==> src/rtl/pipe_seq_pkg.sv <==
// Shared types and constants for the pipelined fetch sequencer.
//   seq_state_e : sequencer FSM states (RUN fetches, HALT idles until resume)
//   slot_t      : one pipeline slot at the default 8-bit opcode/PC widths
//   HALT_OP_DEF : default opcode that halts the sequencer when it retires
package pipe_seq_pkg;

  localparam int unsigned SLOT_OP_W_DEF = 8;
  localparam int unsigned SLOT_PC_W_DEF = 8;

  localparam logic [SLOT_OP_W_DEF-1:0] HALT_OP_DEF = 8'hFF;

  typedef enum logic {
    RUN  = 1'b0,
    HALT = 1'b1
  } seq_state_e;

  typedef struct packed {
    logic                     valid;
    logic [SLOT_OP_W_DEF-1:0] op;
    logic [SLOT_PC_W_DEF-1:0] npc;
  } slot_t;

  // Build a valid slot from a fetched opcode and its fetch PC.
  function automatic slot_t mk_slot(input logic [SLOT_OP_W_DEF-1:0] op,
                                    input logic [SLOT_PC_W_DEF-1:0] pc);
    slot_t s;
    s.valid = 1'b1;
    s.op    = op;
    s.npc   = pc + SLOT_PC_W_DEF'(1);
    return s;
  endfunction

endpackage

==> src/rtl/pipe_seq_ctrl_if.sv <==
// Bus between the sequencer, instruction memory and the per-stage decoders.
//   master : sequencer side (drives pc/slot/status outputs, reads fetch data and controls)
//   slave  : environment side (memory + decoders + branch unit)
// Signals: instr_i, stall_i, br_taken_i, br_target_i, resume_i (into sequencer);
//          pc_o, fetch_en_o, slot_valid_o, slot_op_o, slot_npc_o, flush_o,
//          halted_o, retired_o (out of sequencer).
interface pipe_seq_ctrl_if #(
  parameter int unsigned STAGES = 3,
  parameter int unsigned PC_W   = 8,
  parameter int unsigned OP_W   = 8,
  parameter int unsigned CNT_W  = 16
);

  logic [OP_W-1:0]         instr_i;
  logic                    stall_i;
  logic                    br_taken_i;
  logic [PC_W-1:0]         br_target_i;
  logic                    resume_i;

  logic [PC_W-1:0]         pc_o;
  logic                    fetch_en_o;
  logic [STAGES-1:0]       slot_valid_o;
  logic [STAGES*OP_W-1:0]  slot_op_o;
  logic [STAGES*PC_W-1:0]  slot_npc_o;
  logic                    flush_o;
  logic                    halted_o;
  logic [CNT_W-1:0]        retired_o;

  modport master (
    input  instr_i, stall_i, br_taken_i, br_target_i, resume_i,
    output pc_o, fetch_en_o, slot_valid_o, slot_op_o, slot_npc_o,
           flush_o, halted_o, retired_o
  );

  modport slave (
    output instr_i, stall_i, br_taken_i, br_target_i, resume_i,
    input  pc_o, fetch_en_o, slot_valid_o, slot_op_o, slot_npc_o,
           flush_o, halted_o, retired_o
  );

endinterface

==> src/rtl/pipe_slot_reg.sv <==
// One pipeline slot register {valid, op, npc}.
// Ports: clk, rst_n (sync active-low), load_i (capture valid_i/op_i/npc_i),
//        inv_i (clear valid, keep op/npc; wins over load_i),
//        valid_i/op_i/npc_i (next slot contents), valid_o/op_o/npc_o (slot state).
module pipe_slot_reg #(
  parameter int unsigned OP_W = 8,
  parameter int unsigned PC_W = 8
) (
  input  logic            clk,
  input  logic            rst_n,
  input  logic            load_i,
  input  logic            inv_i,
  input  logic            valid_i,
  input  logic [OP_W-1:0] op_i,
  input  logic [PC_W-1:0] npc_i,
  output logic            valid_o,
  output logic [OP_W-1:0] op_o,
  output logic [PC_W-1:0] npc_o
);

  logic            valid_q;
  logic [OP_W-1:0] op_q;
  logic [PC_W-1:0] npc_q;

  always_ff @(posedge clk) begin
    if (!rst_n) begin
      valid_q <= 1'b0;
      op_q    <= '0;
      npc_q   <= '0;
    end else if (inv_i) begin
      valid_q <= 1'b0;
    end else if (load_i) begin
      valid_q <= valid_i;
      op_q    <= op_i;
      npc_q   <= npc_i;
    end
  end

  assign valid_o = valid_q;
  assign op_o    = op_q;
  assign npc_o   = npc_q;

endmodule

==> src/rtl/pipe_seq_ctrl.sv <==
// Parametrised fetch/pipeline sequencer. Owns the fetch PC, moves
// {opcode, NPC, valid} through STAGES slots (slot 0 = fetch,
// slot STAGES-1 = execute/retire), handles stall, redirect/flush,
// halt/resume and counts retired instructions (saturating).
// Ports: clk, rst_n (sync active-low), bus (pipe_seq_ctrl_if.master;
//        see the interface file for the individual signals).
module pipe_seq_ctrl
  import pipe_seq_pkg::*;
#(
  parameter int unsigned     STAGES   = 3,
  parameter int unsigned     PC_W     = 8,
  parameter int unsigned     OP_W     = 8,
  parameter logic [PC_W-1:0] RESET_PC = '0,
  parameter logic [OP_W-1:0] HALT_OP  = HALT_OP_DEF,
  parameter int unsigned     CNT_W    = 16
) (
  input logic               clk,
  input logic               rst_n,
  pipe_seq_ctrl_if.master   bus
);

  localparam int unsigned XS = STAGES - 1;

  seq_state_e        state_q;
  logic [PC_W-1:0]   pc_q;
  logic              flush_q;
  logic [CNT_W-1:0]  cnt_q;

  logic [STAGES-1:0] slot_v;
  logic [OP_W-1:0]   slot_op  [STAGES];
  logic [PC_W-1:0]   slot_npc [STAGES];

  logic              run;
  logic              redirect;
  logic              retire;
  logic              halt_hit;
  logic              kill;
  logic [PC_W-1:0]   pc_inc;

  assign run    = (state_q == RUN);
  assign pc_inc = pc_q + PC_W'(1);

  // A redirect is only honoured when the execute slot holds a real
  // instruction; it overrides stall and also retires that instruction.
  assign redirect = run & bus.br_taken_i & slot_v[XS];
  assign retire   = run & slot_v[XS] & (~bus.stall_i | redirect);
  // Halt only fires on an actual retire, and a same-cycle redirect wins.
  assign halt_hit = retire & ~redirect & (slot_op[XS] == HALT_OP);
  assign kill     = redirect | halt_hit;

  // Slot chain: slot 0 captures the fetch; slot k takes slot k-1.
  // In HALT every slot keeps shifting while slot 0 injects bubbles.
  for (genvar k = 0; k < STAGES; k++) begin : g_slot
    logic            ld;
    logic            inv;
    logic            v_in;
    logic [OP_W-1:0] op_in;
    logic [PC_W-1:0] npc_in;

    if (k == 0) begin : g_head
      assign ld     = run & ~bus.stall_i;
      assign inv    = kill | ~run;
      assign v_in   = 1'b1;
      assign op_in  = bus.instr_i;
      assign npc_in = pc_inc;
    end else begin : g_tail
      assign ld     = ~run | ~bus.stall_i;
      assign inv    = kill;
      assign v_in   = slot_v[k-1];
      assign op_in  = slot_op[k-1];
      assign npc_in = slot_npc[k-1];
    end

    pipe_slot_reg #(
      .OP_W (OP_W),
      .PC_W (PC_W)
    ) u_slot (
      .clk     (clk),
      .rst_n   (rst_n),
      .load_i  (ld),
      .inv_i   (inv),
      .valid_i (v_in),
      .op_i    (op_in),
      .npc_i   (npc_in),
      .valid_o (slot_v[k]),
      .op_o    (slot_op[k]),
      .npc_o   (slot_npc[k])
    );
  end

  // PC, FSM, flush pulse and retire counter.
  always_ff @(posedge clk) begin
    if (!rst_n) begin
      state_q <= RUN;
      pc_q    <= RESET_PC;
      flush_q <= 1'b0;
      cnt_q   <= '0;
    end else begin
      flush_q <= redirect;
      if (retire && (cnt_q != {CNT_W{1'b1}})) begin
        cnt_q <= cnt_q + CNT_W'(1);
      end
      case (state_q)
        RUN: begin
          if (redirect) begin
            pc_q <= bus.br_target_i;
          end else if (halt_hit) begin
            pc_q    <= slot_npc[XS];
            state_q <= HALT;
          end else if (!bus.stall_i) begin
            pc_q <= pc_inc;
          end
        end
        HALT: begin
          if (bus.resume_i) begin
            state_q <= RUN;
          end
        end
        default: state_q <= RUN;
      endcase
    end
  end

  // Pack per-slot fields onto the bus, slot k at [k*W +: W].
  logic [STAGES*OP_W-1:0] op_pack;
  logic [STAGES*PC_W-1:0] npc_pack;

  always_comb begin
    op_pack  = '0;
    npc_pack = '0;
    for (int k = 0; k < STAGES; k++) begin
      op_pack[k*OP_W +: OP_W]  = slot_op[k];
      npc_pack[k*PC_W +: PC_W] = slot_npc[k];
    end
  end

  assign bus.pc_o         = pc_q;
  assign bus.fetch_en_o   = run & ~bus.stall_i & ~redirect;
  assign bus.slot_valid_o = slot_v;
  assign bus.slot_op_o    = op_pack;
  assign bus.slot_npc_o   = npc_pack;
  assign bus.flush_o      = flush_q;
  assign bus.halted_o     = (state_q == HALT);
  assign bus.retired_o    = cnt_q;

endmodule

==> src/flat_wrapper.sv <==
// flat-port wrapper written by rule: the top's interface ports become plain ports
module pipe_seq_ctrl_flat import pipe_seq_pkg::*;
#(
  parameter int unsigned     STAGES   = 3,
  parameter int unsigned     PC_W     = 8,
  parameter int unsigned     OP_W     = 8,
  parameter logic [PC_W-1:0] RESET_PC = '0,
  parameter logic [OP_W-1:0] HALT_OP  = HALT_OP_DEF,
  parameter int unsigned     CNT_W    = 16
)
  (clk, rst_n, bus_instr_i, bus_stall_i, bus_br_taken_i, bus_br_target_i, bus_resume_i, bus_pc_o, bus_fetch_en_o, bus_slot_valid_o, bus_slot_op_o, bus_slot_npc_o, bus_flush_o, bus_halted_o, bus_retired_o);
  pipe_seq_ctrl_if #(.STAGES(STAGES), .PC_W(PC_W), .OP_W(OP_W), .CNT_W(CNT_W)) bus_i ();
  input logic clk;
  input logic rst_n;
  input wire logic [$bits(bus_i.instr_i)-1:0] bus_instr_i;
  input wire logic [$bits(bus_i.stall_i)-1:0] bus_stall_i;
  input wire logic [$bits(bus_i.br_taken_i)-1:0] bus_br_taken_i;
  input wire logic [$bits(bus_i.br_target_i)-1:0] bus_br_target_i;
  input wire logic [$bits(bus_i.resume_i)-1:0] bus_resume_i;
  output wire logic [$bits(bus_i.pc_o)-1:0] bus_pc_o;
  output wire logic [$bits(bus_i.fetch_en_o)-1:0] bus_fetch_en_o;
  output wire logic [$bits(bus_i.slot_valid_o)-1:0] bus_slot_valid_o;
  output wire logic [$bits(bus_i.slot_op_o)-1:0] bus_slot_op_o;
  output wire logic [$bits(bus_i.slot_npc_o)-1:0] bus_slot_npc_o;
  output wire logic [$bits(bus_i.flush_o)-1:0] bus_flush_o;
  output wire logic [$bits(bus_i.halted_o)-1:0] bus_halted_o;
  output wire logic [$bits(bus_i.retired_o)-1:0] bus_retired_o;
  assign bus_i.instr_i = bus_instr_i;
  assign bus_i.stall_i = bus_stall_i;
  assign bus_i.br_taken_i = bus_br_taken_i;
  assign bus_i.br_target_i = bus_br_target_i;
  assign bus_i.resume_i = bus_resume_i;
  assign bus_pc_o = bus_i.pc_o;
  assign bus_fetch_en_o = bus_i.fetch_en_o;
  assign bus_slot_valid_o = bus_i.slot_valid_o;
  assign bus_slot_op_o = bus_i.slot_op_o;
  assign bus_slot_npc_o = bus_i.slot_npc_o;
  assign bus_flush_o = bus_i.flush_o;
  assign bus_halted_o = bus_i.halted_o;
  assign bus_retired_o = bus_i.retired_o;
  pipe_seq_ctrl #(.STAGES(STAGES), .PC_W(PC_W), .OP_W(OP_W), .RESET_PC(RESET_PC), .HALT_OP(HALT_OP), .CNT_W(CNT_W)) u_core (.clk(clk), .rst_n(rst_n), .bus(bus_i));
endmodule
==> config.mk <==
export PLATFORM = sky130hd
export DESIGN_NAME = pipe_seq_ctrl_flat
export DESIGN_NICKNAME = d
export VERILOG_FILES = /design/src/rtl/pipe_seq_pkg.sv /design/src/rtl/pipe_seq_ctrl_if.sv /design/src/rtl/pipe_slot_reg.sv /design/src/rtl/pipe_seq_ctrl.sv /design/src/flat_wrapper.sv
export SDC_FILE = /design/constraint.sdc
export NUM_CORES = 1
export LEC_CHECK = 0
export ABC_AREA = 1
export CAP_MARGIN = 10
export CORE_MARGIN = 1
export CORE_UTILIZATION = 54
export DETAILED_ROUTE_END_ITERATION = 10
export GPL_TIMING_DRIVEN = 0
export PLACE_DENSITY = 0.86
export SYNTH_ARGS = -nofsm -noshare
export SYNTH_HDL_FRONTEND = slang
export SYNTH_SLANG_ARGS = --single-unit
==> constraint.sdc <==
create_clock -name clk -period 3.56 [get_ports clk]
set_input_delay 0.712 -clock clk [delete_from_list [all_inputs] [get_ports clk]]
set_output_delay 0.712 -clock clk [all_outputs]
set_load 0.005 [all_outputs]
* Word-level counts from Yosys, hierarchy flattened
Cells that the tools add are included.
** Cells by class
- Add/sub/neg operators :: 2
- Eq/ne operators :: 3
- Multiplexer cells :: 7
- Bitwise logic cells :: 18
- Reduce and logical (&&, ||, !) cells :: 6
** Operators with widths (number)
- $mux 8 :: 3
- $add 16x1->16 const B :: 1
- $ne 16x16->1 const B :: 1
- $add 8x1->8 const B :: 1
- $and 1x1->1 :: 8
- $eq 8x8->1 const B :: 1
- $not 1->1 :: 6
- $reduce_and 2->1 :: 3
- $or 1x1->1 :: 4
- $reduce_or 2->1 :: 2
- $mux 1 :: 3
- $ne 3x1->1 const B :: 1
- $pmux 1 s2 :: 1
- $logic_and 1x1->1 :: 1
** Storage, ports and cells
- Register bits after elaboration :: 77
- Output and inout bits :: 78

* Longest topological paths before layout
- Depth in word-level cells :: 11
- Depth in mapped cells :: 10

* Cells and area by module
From an unflattened synthesis, not the netlist that was laid out.
** Second synthesis, totals
- Cell total of the unflattened synthesis :: 609
- Area total of the unflattened synthesis :: 3925.0 um^2
** By module, submodules not included
- pipe_slot_reg :: times used 3, cells each 110, area each 737.0 um^2
- pipe_seq_ctrl :: times used 1, cells each 279, area each 1714.1 um^2

* Worst setup path before layout
OpenSTA, ideal clock, no wires.
- Path kind :: input -> output
- From :: input bus_br_taken_i
- To :: output bus_fetch_en_o
- Arrival :: 1.369 ns
- Slack :: 1.479 ns
- Stages :: 5
- Path buffers :: 2
- Cells stage by stage :: buf_2 -> nand2_2 -> nand3_1 -> inv_2 -> buf_2
** Between the ends
- Word-level cells in the longest chain between the ends :: 4
** RTL lines
- start, declared :: RTL line flat_wrapper.sv:17 : input wire logic [$bits(bus_i.br_taken_i)-1:0] bus_br_taken_i;
- $and 1x1->1 (2 in series) :: RTL line pipe_seq_ctrl.sv:45 : assign redirect = run & bus.br_taken_i & slot_v[XS];
- $not 1->1 :: RTL line pipe_seq_ctrl.sv:138 : assign bus.fetch_en_o = run & ~bus.stall_i & ~redirect;
- $and 1x1->1 :: RTL line pipe_seq_ctrl.sv:138
- end, declared :: RTL line flat_wrapper.sv:21 : output wire logic [$bits(bus_i.fetch_en_o)-1:0] bus_fetch_en_o;
Every way passes these cells.

* Worst setup path after layout
Same ends and word-level chain as after synthesis.

==> metrics.txt <==
leakage power 0.002486 uW; FF+latch count, synth 77; synthesized instance count 626; register clock-pin slew on the reported worst setup and hold paths 80 ps; Hold Path Depth 2; worst path arrival time 2590 ps; DR WL met3 667 um; amount of wire on met2 after detailed routing 5501 um; setup repair after global routing missed its margin no; TritonCTS clock tree done; per-instance average area after synthesis 6.428 um2; DRC violation count after routing 0; remaining max-slew budget at the tightest pin 58.96%; WHS Endpoint u_core.g_slot[1].u_slot.valid_o; Post-DRT Antenna Nets 0; Synth Cell Area 4024 um2; average detailed-routed wire length per instance 13.74 um; proportion of layout cells with a drive suffix above 1 6.098%; global placer's final weighted congestion 0.9297; number of rows created at floorplan 31; final clock skew 6.768 ps; final antenna diode count 0; syn_nets 649; largest area contributor in the netlist sky130_fd_sc_hd__dfxtp_1; RR Endpoint u_core.bus.pc_o[4]; die extent in y 88.32 um; Util after Layout 74.11%; Met1 Wirelength 5093 um; clock sink total 77; share of synthesized registers carrying an async set or reset 0%; Clock Tree Root sky130_fd_sc_hd__clkbuf_8; most common cell after layout, fill and taps aside sky130_fd_sc_hd__nand2_1; count of routing violations after the opening detailed-route iteration 337; TNS Setup 0 ps; uppermost layer routed met4; CTS resizes 0; aggregate global routing overflow 0; total routing usage reported by global routing 30.38%; class of the tightest hold or removal check register to register; count of flip-flops with a built-in enable after synthesis 0; logic depth of the worst register-to-register path 10; worst endpoint required time 2850 ps; Longest Clk Path Bufs 2; final hold viol count 0; Placeable Area 7214 um2; worst-skew pair later-pin latency 350 ps; Critical Path End Type output port; top area cells in the synthesized netlist sky130_fd_sc_hd__dfxtp_1, sky130_fd_sc_hd__nand2_1, sky130_fd_sc_hd__inv_1, sky130_fd_sc_hd__nor2_1, sky130_fd_sc_hd__nand3_1; CTS H-Tree Depth 3; total die area 7800 um2; number of placed I/O pins 99; Highest Clock Rate 0.3033 GHz; Pwr Density 379.7 nW/um2; cts hold-fix bufs 0; startpoint of the lowest-slack hold path u_core.g_slot[0].u_slot.valid_o; number of vias per cell after detailed routing 5.104; outcome complete, no violations; total of fill cells in the finished design 569; Peak VDD IR 245.5 uV; count of warnings emitted by yosys 0; number of global-route vias before repair 3886; cts bufs inserted 9; initial cell density of the core 55.78%; fraction of the cycle the final worst path needs 92.61%; number of maximum-capacitance constraint violations 0; slack of the worst reg-to-reg path 1650 ps; total wirelength of the detailed-routed design 11500 um; critical path launch point type primary input; main flop type after synthesis sky130_fd_sc_hd__dfxtp_1; most used cells in the layout excluding fill and tap cells sky130_fd_sc_hd__nand2_1, sky130_fd_sc_hd__inv_1, sky130_fd_sc_hd__clkdlybuf4s50_1, sky130_fd_sc_hd__nor2_1, sky130_fd_sc_hd__dfxtp_1; Port-buffer cells 97; Least-Margin Pin Slew 615.7 ps; final setup violation count 0; NumNets Final 757; number of pins exceeding their max-slew limit in the final report 0; Setup Buffers After CTS 0; Seq/Total Area, Yosys 38.31%; total number of vias 4272; shortest period the worst path allows 3297 ps; number of iterations in the first detailed-routing pass 5; distinct cell type count after synthesis 32; pin count of the biggest net entering global routing 13; launch instance of the worst register-to-register path u_core.g_slot[2].u_slot.valid_o; Synth-to-Final Area Change 32.87%; top fanout value on the critical path 10; die width 88.32 um; DPL Wire Length 8458 um; global-route wire length before repair 18240 um; initial antenna violation count 0; fraction of synthesized cell area taken by the top area cell type 38.31%; kind of critical path primary input to output port
==> worst max-delay path by stage <==
stage	from	end	slack, ps
after CTS	bus_br_taken_i	bus_fetch_en_o	270
after global routing	bus_br_taken_i	bus_fetch_en_o	180
final	bus_br_taken_i	bus_fetch_en_o	260
after detailed placement	bus_br_taken_i	bus_fetch_en_o	280
after floorplan	bus_br_taken_i	bus_fetch_en_o	1480
after global placement	bus_br_taken_i	bus_fetch_en_o	300
==> power breakdown <==
| part | leakage (uW) | switching [uW] | internal, uW |
|---|---|---|---|
| Combinational | 0.00174 | 148 | 153 |
| Sequential | 0.000632 | 38.4 | 903 |
| Clock | 0.000116 | 327 | 460 |
==> state kept, by name (all words and copies together) (netlist names) <==
| name | count |
|---|---|
| u_core.g_slot.u_slot.npc_o | 24 |
| u_core.g_slot.u_slot.op_o | 24 |
| u_core.bus.retired_o | 16 |
| u_core.bus.pc_o | 8 |
| u_core.g_slot.u_slot.valid_o | 3 |
| u_core.bus.flush_o | 1 |
| u_core.bus.halted_o | 1 |
==> worst max-delay path: stages <==
cell                              delay (ps)
sky130_fd_sc_hd__clkdlybuf4s50_1         440
sky130_fd_sc_hd__buf_2                   220
sky130_fd_sc_hd__nand2_2                 170
sky130_fd_sc_hd__nand3_1                 100
sky130_fd_sc_hd__inv_2                   160
sky130_fd_sc_hd__buf_2                   240
sky130_fd_sc_hd__clkdlybuf4s50_1         540
==> routing by layer <==
metal	up-vias	GRT usage (%)
li1	2134	-
met1	1956	40.53
met2	158	50.00
met3	24	3.825
met4	0	12.17
met5	-	0
==> stage by stage <==
| step | instance area [um2] | power (uW) | std cells | hold WS, ps | setup WS [ps] |
|---|---|---|---|---|---|
| floorplan | 4024 | 1105 | 626 | 451.2 | 1479 |
| global route | 5346 | 2095 | 837 | 517.1 | 178.4 |
| global placement | 5119 | 1247 | 822 | 464.6 | 298.4 |
| detailed placement | 5119 | 1255 | 822 | 480.0 | 284.0 |
| finish | 5346 | 2030 | 837 | 480.7 | 263.0 |
| CTS | 5346 | 2027 | 837 | 489.4 | 271.6 |
==> cell usage after synthesis, drive strengths merged, types with 13 or more instances <==
library cell / n
inv: 109
dfxtp: 77
buf: 20
nor2: 82
clkinv: 14
nand2: 157
a21oi: 32
o21ai: 19
nand3: 51
nand4: 35
clkbuf: 13
==> cells by family (layout without fill, tap and decap cells) <==
| family | Yosys count | after routing | share of synthesized area [%] |
|---|---|---|---|
| compound gates | 53 | 53 | 6.809 |
| simple gates | 332 | 332 | 36.66 |
| buf+inv | 156 | 268 | 16.29 |
| xor+xnor | 6 | 6 | 1.306 |
| flops | 77 | 77 | 38.31 |
| fa+ha+maj | 2 | 2 | 0.6218 |
==> cell type report <==
class,count,area (um2),area share [%]
Buffer,33,193.9,3.627
Clock buffer,10,127.6,2.387
Clock inverter,5,100.1,1.872
Inverter,123,461.7,8.636
Multi-Input combinational cell,393,1827,34.17
Sequential cell,77,1541,28.83
Tap cell,99,123.9,2.317
Timing Repair Buffer,97,970.9,18.16
Note: power is estimated with default switching activity, not from simulation.
